File: src/rtl/fp_add_arbiter.sv
// fp_add_arbiter: round-robin sharing of one clocked FP adder among N_REQ requesters, one op in flight.
// Optional FP_ARB_SUB_EN adds req_sub, which flips operand B's sign at grant so the adder yields a-b.
module fp_add_arbiter #(
  parameter int N_REQ   = 4,
  parameter int ADD_LAT = 2,
  parameter int ID_W    = 2
) (
  input  logic                clk,
  input  logic                rst_n,
  input  logic [N_REQ-1:0]    req_valid,
  output logic [N_REQ-1:0]    req_ready,
  input  logic [32*N_REQ-1:0] req_op_a,
  input  logic [32*N_REQ-1:0] req_op_b,
`ifdef FP_ARB_SUB_EN
  input  logic [N_REQ-1:0]    req_sub,
`endif
  output logic                rsp_valid,
  input  logic                rsp_ready,
  output logic [ID_W-1:0]     rsp_id,
  output logic [31:0]         rsp_sum,
  output logic [31:0]         add_operand_1,
  output logic [31:0]         add_operand_2,
  input  logic [31:0]         add_sum,
  output logic                busy
);
  localparam int CW = (ADD_LAT > 1) ? $clog2(ADD_LAT) : 1;
  typedef enum logic [1:0] {IDLE, WAIT, RESP} state_t;
  state_t          state_q;
  logic [ID_W-1:0] rr_ptr_q, id_q, rsp_id_q, win, nxt_ptr;
  logic [CW-1:0]   cnt_q;
  logic [31:0]     op1_q, op2_q, rsp_sum_q, win_a, win_b, op2_d;
  logic            rsp_valid_q, found, win_sub;
  logic [N_REQ-1:0] rot;
  // rotate so bit 0 is the requester at rr_ptr; the lowest set bit wins
  always_comb begin
    rot = N_REQ'({req_valid, req_valid} >> rr_ptr_q);
    found = 1'b0;
    win = '0;
    for (int k = N_REQ - 1; k >= 0; k--)
      if (rot[k]) begin
        found = 1'b1;
        win = (int'(rr_ptr_q) + k >= N_REQ) ? ID_W'(int'(rr_ptr_q) + k - N_REQ) : ID_W'(int'(rr_ptr_q) + k);
      end
    win_a = req_op_a[31:0];
    win_b = req_op_b[31:0];
    win_sub = 1'b0;
    for (int k = 0; k < N_REQ; k++)
      if (win == ID_W'(k)) begin
        win_a = req_op_a[32*k +: 32];
        win_b = req_op_b[32*k +: 32];
`ifdef FP_ARB_SUB_EN
        win_sub = req_sub[k];
`endif
      end
    op2_d = win_sub ? {~win_b[31], win_b[30:0]} : win_b;
    nxt_ptr = (int'(win) == N_REQ - 1) ? '0 : win + 1'b1;
    req_ready = (state_q == IDLE && found) ? N_REQ'(1) << win : '0;
  end
  always_ff @(posedge clk or negedge rst_n) begin
    if (!rst_n) begin
      state_q     <= IDLE;
      rr_ptr_q    <= '0;
      id_q        <= '0;
      cnt_q       <= '0;
      op1_q       <= '0;
      op2_q       <= '0;
      rsp_valid_q <= 1'b0;
      rsp_sum_q   <= '0;
      rsp_id_q    <= '0;
    end else begin
      case (state_q)
        IDLE: if (found) begin
          op1_q    <= win_a;
          op2_q    <= op2_d;
          id_q     <= win;
          rr_ptr_q <= nxt_ptr;
          cnt_q    <= CW'(ADD_LAT - 1);
          state_q  <= WAIT;
        end
        WAIT: if (cnt_q == '0) begin
          rsp_sum_q   <= add_sum;
          rsp_id_q    <= id_q;
          rsp_valid_q <= 1'b1;
          state_q     <= RESP;
        end else begin
          cnt_q <= cnt_q - 1'b1;
        end
        RESP: if (rsp_ready) begin
          rsp_valid_q <= 1'b0;
          state_q     <= IDLE;
        end
        default: state_q <= IDLE;
      endcase
    end
  end
  assign rsp_valid     = rsp_valid_q;
  assign rsp_sum       = rsp_sum_q;
  assign rsp_id        = rsp_id_q;
  assign add_operand_1 = op1_q;
  assign add_operand_2 = op2_q;
  assign busy          = (state_q != IDLE);
endmodule

File: config.mk
export PLATFORM = sky130hd
export DESIGN_NAME = fp_add_arbiter
export DESIGN_NICKNAME = d
export VERILOG_FILES = /design/src/rtl/fp_add_arbiter.sv
export SDC_FILE = /design/constraint.sdc
export NUM_CORES = 1
export LEC_CHECK = 0
export ABC_CLOCK_PERIOD_IN_PS = 3900
export CORE_AREA = 2 2 157 159
export DETAILED_ROUTE_END_ITERATION = 8
export DIE_AREA = 0 0 159 161
export PLACE_DENSITY = 0.7
export SETUP_SLACK_MARGIN = 0.5
export SYNTH_ARGS = -nofsm -noshare
export SYNTH_HDL_FRONTEND = slang
export SYNTH_SLANG_ARGS = --single-unit
File: constraint.sdc
create_clock -name clk -period 3.9 [get_ports clk]
set_input_delay 0.78 -clock clk [delete_from_list [all_inputs] [get_ports clk]]
set_output_delay 0.78 -clock clk [all_outputs]
set_load 0.1 [all_outputs]
==> summary.md <==
| Metric | Value |
|---|---|
| Outcome | `finished, final reports clean` |
| DP Area | `10540 sq um` |
| Final min period | `3312 ps` |
| Hold_buf cts | `0` |
| Hpwl dp | `roughly 18000 um` |
| Nets | `around 1.3k` |
| Initial DRC count | `approximately 340` |
| Hold_ws | `just under 500 ps` |
| Most frequent cell after synthesis | `dfrtp_1` |
| Syn_area_per_cell | `between 9 and 10 sq um` |
| Port Buffer Count | `a little under 400` |
| Initial antenna violation count | `0` |
| Switching pwr | `about 6500 uW` |
| RSZ-0062 raised after global routing | `no` |
| Clock sinks | `~110` |
| CP Data Arrival Time | `between 2000 and 3000 ps` |
| Relative slew slack | `0.2903` |
| Leakage | `about 0.0040 uW` |
| CTS Buf Count | `9` |
| Final Core Density | `0.4538` |
| Clock root buffer | `clkbuf_16` |
| Largest cells by area after synthesis | `dfrtp_1 (43%), mux2_2 (18%), o211ai_1 (7.9%)` |
| Htree depth | `3` |
| EDFF count, synth | `0` |
| Count of different cell masters after synthesis | `31` |
| Worst setup margin | `588.0 ps` |
| Tot GR Track Use | `0.1822` |
| Post-route antenna net violation count | `0` |
| Slew Limit Fails | `0` |
| Area Growth Syn to Fin | `75.45%` |
| Max FO, Critical Path | `6` |
| # setup viols final | `0` |
| Hold EP | `rsp_sum[15]$_DFFE_PN0P_` |
| # rows | `57` |
| HP Start | `rsp_sum[15]$_DFFE_PN0P_` |
| TritonCTS clock tree | `yes` |
| I/O Pins | `399` |
| Gate power share | `0.727` |
| Reg-to-Reg Start | `rr_ptr_q[0]$_DFFE_PN0P_` |
| Synth warnings | `0` |
| Die Height | `~160 um` |
| DRT Pass-1 Iters | `5` |
| Int Power | `around 4400 uW` |
| Syn_nets | `around 940` |
| DIE AREA | `~26000 sq um` |
| Total grt overflow | `0` |
| Leading area contributor after synthesis | `dfrtp_1` |
| Register area share after synthesis | `0.4279` |
| Finished layout cell area | `roughly 11000 sq um` |
| Setup TNS | `0 ps` |
| Final period util | `0.8492` |
| Fmax | `0.3019 GHz` |
| Critical Path Source Type | `primary input` |
| Worst Hold Depth | `1` |
| Maximum root-to-sink buffer count | `2` |
| Final WL | `around 24000 um` |
| Number of global-route vias before repair | `6443` |
| Worst hold path type | `register to register` |
| Vias per std cell | `4.831` |
| Switching portion of total power | `0.5935` |
| Worst skew pair latency | `approximately 350 ps` |
| Setup CP Type | `primary input to output pin` |
| Crit end category | `output pin` |
| Gp weighted congestion | `roughly 0.8` |
| Share of power burned in registers | `0.183` |
| Antenna cells | `0` |
| Clock transition at path regs | `around 80 ps` |
| R2r endpoint | `add_operand_1[15]$_DFFE_PN0P_` |
| Max cap viols | `0` |
| Synth cell count leaders | `dfrtp_1 (106), mux2_2 (97), a21oi_1 (68), nand2_1 (68), nand2b_1 (67)` |
| Core Footprint | `about 24000 sq um` |
| Wire per inst | `approximately 18 um` |
| Setup WS pre-CTS | `between 300 and 400 ps` |
| Async S/R FF share, synth | `1.000` |
| Initial Utilization | `0.2587` |
| R2R cell count | `8` |
| Share of cells above drive strength 1 | `0.1466` |
| Via count | `around 6.4k` |
| First-pass GRT wire length | `36890 um` |
| Pin count of the biggest net entering global routing | `approximately 130` |
| Die width | `about 160 um` |
| Max VDD drop | `roughly 570 uV` |
| Pwr/cell area | `between 1000 and 1500 nW/um^2` |
| Most common flop cell mapped by yosys | `dfrtp_1` |
| Clock Skew | `around 10 ps` |
| Internal reg-to-reg setup slack | `~1500 ps` |
| DRC viols | `0` |
| FF+latch count, synth | `106` |
| Post-Synthesis Cell Area | `6198 sq um` |
| Critical path required time | `~3100 ps` |
| Hold Vio Cnt, Final | `0` |
| Synth top area share | `0.4279` |
| Cell count after synthesis | `approximately 640` |
| Worst-margin pin slew | `between 1000 and 1500 ps` |
| Clk pwr share | `0.090` |
critical path, cell delays in order:
cell             delay (ps)
clkdlybuf4s50_1         490
nand2b_1                130
a21oi_2                  80
or3_1                   460
ha_1                    240
and3_1                  170
buf_12                  170
sequential cells by signal (all words and copies together), names as in the netlist:
| register | cells |
|---|---|
| rsp_valid | 1 |
| id_q | 2 |
| rr_ptr_q | 2 |
| add_operand_1 | 32 |
| cnt_q | 1 |
| rsp_sum | 32 |
| state_q | 2 |
| rsp_id | 2 |
| add_operand_2 | 32 |
power by group through the flow:
stage	logic, uW	clock network, uW	registers [uW]
4_1_cts	7950	1010	2000
2_1_floorplan	2150	0	5680
3_5_place_dp	7940	0	2010
5_1_grt	8260	1050	2060
3_3_place_gp	7890	0	1990
6_report	7910	975	1990
metrics by stage:
stage / power [uW] / std cells
after floorplan: 7828 / 637
after global placement: 9874 / 1310
after detailed placement: 9951 / 1310
after CTS: 10960 / 1326
after global routing: 11380 / 1327
final: 10880 / 1327
cell families after synthesis:
family	Yosys count	synth area share
AO/OA/AOI/OAI	208	0.2103
multiplexers	99	0.1799
flip-flops	106	0.4279
buffers and inverters	65	0.04723
adder cells (fa/ha/maj)	4	0.008075
AND/OR/NAND/NOR	155	0.1266
layout by cell type (no fill, tap or decap), types with 2 or more instances in the layout:
cell	n
ha_4	2
clkdlybuf4s50_1	391
nor2_1	4
a21oi_2	2
dfrtp_1	106
mux2_2	97
nor2_4	2
inv_6	2
nand2_1	68
a31oi_1	64
a21o_1	2
buf_12	8
o21ai_0	4
inv_1	3
o211ai_1	65
clkbuf_16	9
mux2_1	2
buf_4	11
nor3_2	2
nand2b_1	67
inv_8	2
a21oi_1	66
cell type report:
| type | count | area, sq um |
|---|---|---|
| clock buffers | 9 | 225.2 |
| clock inverters | 7 | 83.83 |
| fillers | 2322 | 13090 |
| inverters | 4 | 15.01 |
| multi-input cells | 466 | 3328 |
| flip-flops and latches | 106 | 2653 |
| well taps | 324 | 405.4 |
| repair buffers | 411 | 4165 |
worst max-delay path by stage:
| stage | start | endpoint | slack, ps | cells past startpoint |
|---|---|---|---|---|
| CTS | req_valid[2] | req_ready[1] | 540 | 4 |
| detailed placement | req_valid[3] | req_ready[3] | 330 | 8 |
| floorplan | req_valid[3] | req_ready[2] | 610 | 8 |
| global route | req_valid[0] | req_ready[3] | 520 | 8 |
| global placement | req_valid[3] | req_ready[3] | 370 | 8 |
| finish | req_valid[2] | req_ready[0] | 590 | 7 |
per-layer routing:
layer | vias to the layer above | GRT usage | wire, um
met4 | 0 | 0.04421 | 375
li1 | 3047 | - | -
met2 | 290 | 0.3209 | 12010
met3 | 24 | 0.05316 | 1749
met1 | 3050 | 0.2195 | 9569
met5 | - | 0 | 0
repair_timing:
| item | 4_1_cts | 5_1_grt |
|---|---|---|
| setup endpoints to repair | 3 | 3 |
| pin swaps | 0 | 2 |
| buffers inserted | 0 | 1 |
| resized for setup | 3 | 5 |
Power figures use the tool's default switching activity.
